$ cat src/rtl/sfifo_wr_arb_if.sv
// Requester-side bus of the FIFO write arbiter: level requests, packed data slices
// and the one-hot grant that accepts a slice on the current edge.
interface sfifo_wr_arb_if #(
    parameter int NREQ   = 4,
    parameter int FIFO_W = 32
);
    logic [NREQ-1:0]        req;
    logic [NREQ*FIFO_W-1:0] req_wd;
    logic [NREQ-1:0]        gnt;

    modport master (output req, output req_wd, input gnt);
    modport slave  (input req, input req_wd, output gnt);
endinterface

$ cat src/rtl/sfifo_wr_arb.sv
// Round-robin arbiter sharing one FIFO push port among NREQ requesters; grants only when
// a slot is guaranteed, sequences FIFO flushes and keeps sticky overflow/underflow flags.
//
// state   | meaning
// --------+---------------------------------------------------------------
// S_IDLE  | normal arbitration; grants issued while the FIFO has room
// S_DRAIN | flush accepted; waiting for an in-flight push to land
// S_FLUSH | fifo_fsh is high for this single cycle
// S_DONE  | waiting for the FIFO to report empty before flush_done
module sfifo_wr_arb #(
    parameter int NREQ     = 4,
    parameter int FIFO_D   = 12,
    parameter int FIFO_W   = 32,
    parameter int FIFO_ADR = $clog2(FIFO_D)
) (
    input  logic                i_clk,
    input  logic                i_rst,
    sfifo_wr_arb_if.slave       req_if,
    input  logic                i_flush_req,
    output logic                o_flush_done,
    output logic                o_busy,
    output logic                o_err_ovf,
    output logic                o_err_udf,
    output logic                o_fifo_we,
    output logic [FIFO_W-1:0]   o_fifo_wd,
    output logic                o_fifo_fsh,
    input  logic                i_fifo_full,
    input  logic [FIFO_ADR:0]   i_fifo_len,
    input  logic                i_fifo_ovf,
    input  logic                i_fifo_udf
);
    localparam int                  PTR_W = $clog2(NREQ);
    localparam logic [FIFO_ADR+1:0] DEPTH = (FIFO_ADR+2)'(FIFO_D);

    typedef enum logic [1:0] {S_IDLE, S_DRAIN, S_FLUSH, S_DONE} state_t;

    state_t             r_state;
    state_t             w_state_nxt;
    logic [PTR_W-1:0]   r_ptr;
    logic               r_fifo_we;
    logic [FIFO_W-1:0]  r_fifo_wd;
    logic               r_fifo_fsh;
    logic               r_flush_done;
    logic               r_err_ovf;
    logic               r_err_udf;

    logic [FIFO_ADR+1:0] w_len_sum;
    logic                w_room;
    logic                w_found;
    logic                w_grant;
    logic [PTR_W-1:0]    w_idx;
    logic [PTR_W-1:0]    w_cand;
    logic [NREQ-1:0]     w_gnt;
    logic                w_fsh_nxt;
    logic                w_done_nxt;

    // A pop landing this cycle is not credited, so the room check is conservative.
    assign w_len_sum = {1'b0, i_fifo_len} + {{(FIFO_ADR+1){1'b0}}, r_fifo_we};
    assign w_room    = (w_len_sum < DEPTH) && !i_fifo_full;

    always_comb begin
        w_found = 1'b0;
        w_idx   = '0;
        w_cand  = '0;
        for (int k = 0; k < NREQ; k++) begin
            w_cand = PTR_W'((int'(r_ptr) + k) % NREQ);
            if (!w_found && req_if.req[w_cand]) begin
                w_found = 1'b1;
                w_idx   = w_cand;
            end
        end
    end

    assign w_grant    = (r_state == S_IDLE) && w_room && w_found && !i_flush_req && !i_rst;
    assign w_gnt      = w_grant ? (NREQ'(1) << w_idx) : '0;
    assign req_if.gnt = w_gnt;

    always_comb begin
        w_state_nxt = r_state;
        w_fsh_nxt   = 1'b0;
        w_done_nxt  = 1'b0;
        unique case (r_state)
            S_IDLE: begin
                if (i_flush_req) w_state_nxt = S_DRAIN;
            end
            S_DRAIN: begin
                if (!r_fifo_we) begin
                    w_state_nxt = S_FLUSH;
                    w_fsh_nxt   = 1'b1;
                end
            end
            S_FLUSH: begin
                w_state_nxt = S_DONE;
            end
            S_DONE: begin
                if (i_fifo_len == '0) begin
                    w_state_nxt = S_IDLE;
                    w_done_nxt  = 1'b1;
                end
            end
            default: w_state_nxt = S_IDLE;
        endcase
    end

    always_ff @(posedge i_clk) begin
        if (i_rst) begin
            r_state      <= S_IDLE;
            r_ptr        <= '0;
            r_fifo_we    <= 1'b0;
            r_fifo_wd    <= '0;
            r_fifo_fsh   <= 1'b0;
            r_flush_done <= 1'b0;
            r_err_ovf    <= 1'b0;
            r_err_udf    <= 1'b0;
        end else begin
            r_state      <= w_state_nxt;
            r_fifo_fsh   <= w_fsh_nxt;
            r_flush_done <= w_done_nxt;
            r_fifo_we    <= w_grant;
            if (w_grant) begin
                r_fifo_wd <= req_if.req_wd[w_idx*FIFO_W +: FIFO_W];
                r_ptr     <= (w_idx == PTR_W'(NREQ-1)) ? '0 : w_idx + 1'b1;
            end
            // A new error seen on the flush-entry edge wins over the clear.
            if (i_fifo_ovf)     r_err_ovf <= 1'b1;
            else if (w_fsh_nxt) r_err_ovf <= 1'b0;
            if (i_fifo_udf)     r_err_udf <= 1'b1;
            else if (w_fsh_nxt) r_err_udf <= 1'b0;
        end
    end

    assign o_busy       = (r_state != S_IDLE);
    assign o_fifo_we    = r_fifo_we;
    assign o_fifo_wd    = r_fifo_wd;
    assign o_fifo_fsh   = r_fifo_fsh;
    assign o_flush_done = r_flush_done;
    assign o_err_ovf    = r_err_ovf;
    assign o_err_udf    = r_err_udf;
endmodule

$ cat src/flat_wrapper.sv
// flat-port wrapper written by rule: the top's interface ports become plain ports
module sfifo_wr_arb_flat 
#(
    parameter int NREQ     = 4,
    parameter int FIFO_D   = 12,
    parameter int FIFO_W   = 32,
    parameter int FIFO_ADR = $clog2(FIFO_D)
)
  (i_clk, i_rst, i_flush_req, o_flush_done, o_busy, o_err_ovf, o_err_udf, o_fifo_we, o_fifo_wd, o_fifo_fsh, i_fifo_full, i_fifo_len, i_fifo_ovf, i_fifo_udf, req_if_req, req_if_req_wd, req_if_gnt);
  sfifo_wr_arb_if #(.NREQ(NREQ), .FIFO_W(FIFO_W)) req_if_i ();
  input  logic i_clk;
  input  logic i_rst;
  input  logic i_flush_req;
  output logic o_flush_done;
  output logic o_busy;
  output logic o_err_ovf;
  output logic o_err_udf;
  output logic o_fifo_we;
  output logic [FIFO_W-1:0] o_fifo_wd;
  output logic o_fifo_fsh;
  input  logic i_fifo_full;
  input  logic [FIFO_ADR:0] i_fifo_len;
  input  logic i_fifo_ovf;
  input  logic i_fifo_udf;
  input wire logic [$bits(req_if_i.req)-1:0] req_if_req;
  input wire logic [$bits(req_if_i.req_wd)-1:0] req_if_req_wd;
  output wire logic [$bits(req_if_i.gnt)-1:0] req_if_gnt;
  assign req_if_i.req = req_if_req;
  assign req_if_i.req_wd = req_if_req_wd;
  assign req_if_gnt = req_if_i.gnt;
  sfifo_wr_arb #(.NREQ(NREQ), .FIFO_D(FIFO_D), .FIFO_W(FIFO_W), .FIFO_ADR(FIFO_ADR)) u_core (.i_clk(i_clk), .i_rst(i_rst), .req_if(req_if_i), .i_flush_req(i_flush_req), .o_flush_done(o_flush_done), .o_busy(o_busy), .o_err_ovf(o_err_ovf), .o_err_udf(o_err_udf), .o_fifo_we(o_fifo_we), .o_fifo_wd(o_fifo_wd), .o_fifo_fsh(o_fifo_fsh), .i_fifo_full(i_fifo_full), .i_fifo_len(i_fifo_len), .i_fifo_ovf(i_fifo_ovf), .i_fifo_udf(i_fifo_udf));
endmodule
$ cat config.mk
export PLATFORM = sky130hd
export DESIGN_NAME = sfifo_wr_arb_flat
export DESIGN_NICKNAME = d
export VERILOG_FILES = /design/src/rtl/sfifo_wr_arb_if.sv /design/src/rtl/sfifo_wr_arb.sv /design/src/flat_wrapper.sv
export SDC_FILE = /design/constraint.sdc
export NUM_CORES = 1
export LEC_CHECK = 0
export ABC_AREA = 1
export CAP_MARGIN = 20
export CELL_PAD_IN_SITES_DETAIL_PLACEMENT = 1
export CELL_PAD_IN_SITES_GLOBAL_PLACEMENT = 2
export CORE_UTILIZATION = 20
export CTS_CLUSTER_DIAMETER = 100
export DETAILED_ROUTE_END_ITERATION = 12
export HOLD_SLACK_MARGIN = 0.12
export PLACE_DENSITY_LB_ADDON = 0.1
export SYNTH_ARGS = -nofsm -noshare
export SYNTH_HDL_FRONTEND = slang
export SYNTH_SLANG_ARGS = --single-unit
$ cat constraint.sdc
create_clock -name i_clk -period 4.1 [get_ports i_clk]
set_clock_uncertainty 0.1 [all_clocks]
set_input_delay 0.82 -clock i_clk [delete_from_list [all_inputs] [get_ports i_clk]]
set_output_delay 0.82 -clock i_clk [all_outputs]
set_load 0.005 [all_outputs]
# Word level (Yosys, flattened, before mapping)
# Cells that the tools add are included.
[word_totals] register_bits=41 inputBits=143 elab_cells=77
[classes] add_sub_neg=5 order_cmp=5 n_eq_ne=7 mux=28 n_reduce_logical=21 shift=2 bitwise=1
[ops] op="variable part select 128 x 8 -> 32 bit" n=1
[ops] op="two-way mux 2 bit" n=8
[ops] op="two-way mux 1 bit" n=14
[ops] op="< comparator 2 x 3 -> 1 bit (second input constant)" n=4
[ops] op="binary-select mux 1 bit (select 2 bit)" n=4
[ops] op="logical AND 1 bit" n=8
[ops] op="case mux 2 bit (4 select lines)" n=1
[ops] op="adder 5 x 1 -> 6 bit" n=1
[ops] op="== test 2 bit (second input constant)" n=3
[ops] op="logical NOT 1 bit" n=6
[ops] op="< comparator 6 x 4 -> 1 bit (second input constant)" n=1
[ops] op="nonzero test 2 bit" n=3
[ops] op="logical NOT 5 bit" n=1
[ops] op="adder 2 x 1 -> 2 bit (second input constant)" n=2
[ops] op="adder 2 bit (second input constant)" n=2
[ops] op="two-way mux 4 bit" n=1
[ops] op="inequality test 2 bit (second input constant)" n=2
[ops] op="left shift 1 x 2 -> 4 bit (first input constant)" n=1
[ops] op="AND reduction 3 bit" n=1
[ops] op="== test 2 x 1 -> 1 bit (second input constant)" n=1
[ops] op="logical NOT 2 bit" n=1
[ops] op="inequality test 2 x 1 -> 1 bit (second input constant)" n=1
[ops] op="OR reduction 2 bit" n=1
[ops] op="NOT 1 bit" n=1

# Longest topological paths before layout
[depth] word_depth=16 depth_mapped=16 ltp_nobuf=14

# Worst setup path after synthesis
# Ideal clock, no wire load.
[synth_timing] path_type="input port to output port" start="input port req_if_req[3]" end="output port req_if_gnt[3]" path_buffers=2 path_stages=14 setup_slack_ps=1089 t_arrival_ps=2091 path_cell_list="inv_1 > nand2_1 > nand3_1 > nand2_2 > nor2_4 > nand3_1 > nand2_2 > nand2_2 > buf_6 > buf_6 > inv_1 > ha_1 > inv_1 > nor2_1"
[synth_between] elab_chain_len=16 elab_cells_between_ends=27
[synth_rtl] item="start, declared" line_no="flat_wrapper.sv:25" text="input wire logic [$bits(req_if_i.req)-1:0] req_if_req;"
[synth_rtl] item="binary-select mux 1 bit (select 2 bit)" line_no="sfifo_wr_arb.sv:67" text="if (!w_found && req_if.req[w_cand]) begin"
[synth_rtl] item="two-way mux 1 bit (not written as such)" line_no="sfifo_wr_arb.sv:67"
[synth_rtl] item="two-way mux 1 bit" line_no="sfifo_wr_arb.sv:67"
[synth_rtl] item="logical NOT 1 bit" line_no="sfifo_wr_arb.sv:67"
[synth_rtl] item="logical AND 1 bit" line_no="sfifo_wr_arb.sv:67"
[synth_rtl] item="two-way mux 1 bit" line_no="sfifo_wr_arb.sv:67"
[synth_rtl] item="logical NOT 1 bit" line_no="sfifo_wr_arb.sv:67"
[synth_rtl] item="logical AND 1 bit" line_no="sfifo_wr_arb.sv:67"
[synth_rtl] item="two-way mux 1 bit" line_no="sfifo_wr_arb.sv:67"
[synth_rtl] item="logical NOT 1 bit" line_no="sfifo_wr_arb.sv:67"
[synth_rtl] item="logical AND 1 bit" line_no="sfifo_wr_arb.sv:67"
[synth_rtl] item="two-way mux 1 bit" line_no="sfifo_wr_arb.sv:67"
[synth_rtl] item="logical AND 1 bit (3 in a row)" line_no="sfifo_wr_arb.sv:74" text="assign w_grant = (r_state == S_IDLE) && w_room && w_found && !i_flush_req && !i_rst;"
[synth_rtl] item="two-way mux 4 bit *" line_no="sfifo_wr_arb.sv:75" text="assign w_gnt = w_grant ? (NREQ'(1) << w_idx) : '0;"
[synth_rtl] item="end, declared" line_no="flat_wrapper.sv:27" text="output wire logic [$bits(req_if_i.gnt)-1:0] req_if_gnt;"
# Every way passes the cells marked *; elsewhere a longest branch is shown, timed or not. The select of a mux whose other input is x is not followed.

# Final worst setup path
[layout_timing] start="input port req_if_req[1]" end="output port req_if_gnt[3]"
# Same word-level chain as after synthesis.

==> results.py <==
metrics = {
    "logic_synthesis": {
        "synth_seq_cells": 41,
        "ys_warn_count": 0,
        "synth_fp_nets": 824,
        "netlist_area_um2": 3650,
        "syn_inst": 672,
        "synth.avg_cell_area_um2": 5.43,
        "synth.lib_cells_used.distinct": 23,
        "synth.yosys.seq_area_share_pct": 22.5,
    },
    "detailed_routing": {
        "met2_length_mm": 6.93,
        "wl_met3_um": 823,
        "wirelength_mm": 14.2,
        "viasPerCell": 4.23,
        "wire_per_inst_um": 13.4,
        "met1Wirelength_mm": 6.32,
        "final_antenna_net_count": 0,
        "routed-via-count": 4493,
        "highest_layer": "met4",
        "drtIter0Drc": 134,
        "firstDrtPassIters": 4,
        "drc": 0,
    },
    "clock_tree": {
        "postCtsResizedCells": 0,
        "numCtsBuffers": 5,
        "ctsHoldBuffers": 0,
        "cts_setup_buffers": 0,
        "clockBufferDepth": 2,
        "clock-sinks": 41,
        "clk-insertion-delay-late_ns": 0.29,
        "cts_tree": "built",
        "clk_pin_slew_worst_paths_ns": 0.06,
        "cts_root_buf": "clkbuf_16",
        "h-tree-depth": 2,
    },
    "placed_design": {
        "dp_hpwl_mm": 9.96,
        "port_buffers": 184,
        "placed_area_um2": 5590,
        "dp.cells": 1053,
        "routabilityCongestion": 0.768,
    },
    "sta": {
        "hold_viol_final": 0,
        "worstMarginPinSlew_ns": 0.763,
        "timing.fmax_mhz": 259,
        "fin_hold_ws_ns": 0.401,
        "slew_headroom_pct": 49.1,
        "tns_ns": 0,
        "setup_viol": 0,
        "period_needed_ns": 3.87,
        "rsz0062_at_grt": "no",
        "maxSlewViolCount": 0,
        "period_share_pct": 94.3,
    },
    "global_routing": {
        "grt_pass1_vias": 4448,
        "grt_usage_pct": 15.6,
        "grt_max_degree": 67,
        "grt_pass1_wl_mm": 22.6,
        "gr-total-overflow": 0,
        "antenna_found_initial": 0,
    },
    "finish": {
        "layout.nets": 983,
        "final_core_utilization_pct": 32.2,
        "drive_above_1_share_pct": 3.25,
        "n_antenna_cell": 0,
        "final_cells": 1061,
        "syn_to_final_growth_pct": 58.2,
        "final_common_cell": "clkdlybuf4s50_1",
        "layout_common_cells": "183 x clkdlybuf4s50_1, 176 x inv_1, 167 x nand3_1",
        "design_area_um2": 5770,
    },
    "job": {
        "drv_cap": 0,
    },
    "worst_hold_path": {
        "min_path_type": "reg -> reg",
    },
    "setup_path": {
        "critical_path_class": "in -> out",
        "crit_path_end_kind": "output port",
        "cp-start-kind": "input port",
        "crit_required_ns": 3.18,
        "crit_buf_inv": 5,
        "slowest_stage": "clkdlybuf4s50_1",
        "crit_chain": "clkdlybuf4s50_1 -> inv_1 -> nand2_1 -> nand3_1 -> nand2_2 -> nor2_4 -> nand3_1 -> nand2_2 -> nand2_2 -> inv_1 -> ha_1 -> inv_1 -> nor2_1 -> clkdlybuf4s50_1",
        "cp_slowest_stage_delay_ns": 0.51,
        "ff2ff_setup_slack_ns": 1.30,
        "path_max_fanout": 4,
        "crit_family": "buffers and inverters",
        "critical_path_arrival_ns": 2.95,
    },
    "die": {
        "initial_core_util_pct": 20.4,
        "die-area_um2": 18800,
        "die_h_um": 137,
        "io_pins": 185,
        "core_um2": 17900,
        "die_w_um": 137,
        "fp-row-count": 49,
    },
    "power": {
        "ir_drop_uv": 135,
        "p_leak_uw": 0.00302,
        "power.density_nw_per_um2": 283,
    },
    "status": {
        "status": "finished, final reports clean",
    },
}
[cells by family after synthesis]
logic type	share of synthesized area [%]
AO/OA/AOI/OAI	1.58
adder cells (fa/ha/maj)	3.09
buffers and inverters	25.4
flip-flops	22.5
AND/OR/NAND/NOR	47.5
[worst register-to-register path, cell delays in order (launching register included)]
cell	delay (ns)
dfxtp_1	0.60
inv_2	0.17
nand2_1	0.09
nand2_1	0.10
nand2_1	0.13
nand2_1	0.10
nor2_4	0.12
nand3_1	0.09
nand2_2	0.09
buf_4	0.58
nand3_1	0.21
nand3_1	0.13
nand3_1	0.08
nand2_1	0.07
inv_1	0.04
[power by group]
| group | total, µW | internal (µW) | switching [µW] |
|---|---|---|---|
| Clock | 475 | 305 | 171 |
| Combinational | 703 | 322 | 381 |
| Sequential | 451 | 431 | 20.7 |
[synth_stat cells]
library cell    n  share of area (%)
a211oi_1        3               0.62
a21oi_1         6               0.82
buf_2          19                2.6
buf_4           8                1.6
buf_6           7                2.2
clkbuf_1        5               0.51
dfxtp_1        41                 23
ha_1            9                3.1
inv_1         176                 18
inv_2           3               0.31
nand2_1       135                 14
nand2_2         4               0.69
nand3_1       168                 23
nand3b_1        1               0.21
nand4_1         1               0.17
nor2_1         77                7.9
nor2_2          1               0.17
nor2_4          1               0.31
nor3_1          2               0.27
nor3b_1         2               0.41
nor4_1          1               0.17
o21ai_1         1               0.14
or2_2           1               0.17
[layer usage]
metal,vias up,GRT usage [%]
met5,-,0
met4,0,3.24
met3,5,3.96
met2,108,28.3
met1,2067,18.2
li1,2313,-
[final timing paths]
kind / depth (start not counted) / start / to
setup / recovery: 14 / req_if_req[1] / req_if_gnt[3]
setup reg to reg: 14 / u_core.r_ptr[0] / u_core.o_fifo_wd[23]
hold / removal: 2 / u_core.o_err_ovf / u_core.o_err_ovf
hold reg to reg: 2 / u_core.o_err_ovf / u_core.o_err_ovf
[sequential cells by signal, indices dropped and copies added (netlist names)]
name                 flops
u_core.o_fifo_wd        32
u_core.r_ptr             2
u_core.o_fifo_we         1
u_core.o_flush_done      1
u_core.r_state           2
u_core.o_err_udf         1
u_core.o_fifo_fsh        1
u_core.o_err_ovf         1
[through the flow]
stage | total power [µW] | setup WS (ns)
2_1_floorplan | 880 | 1.09
3_3_place_gp | 1160 | 0.338
3_5_place_dp | 1180 | 0.207
4_1_cts | 1670 | 0.197
5_1_grt | 1770 | 0.0252
6_report | 1630 | 0.233
[area by class of cell]
| type | instances | area (µm²) |
|---|---|---|
| fillers | 2310 | 12100 |
| flip-flops and latches | 41 | 821 |
| repair buffers | 191 | 1900 |
| multi-input cells | 413 | 1910 |
| inverters | 179 | 672 |
| clock inverters | 1 | 30.0 |
| well taps | 229 | 287 |
| clock buffers | 7 | 143 |
Power figures use the tool's default switching activity.
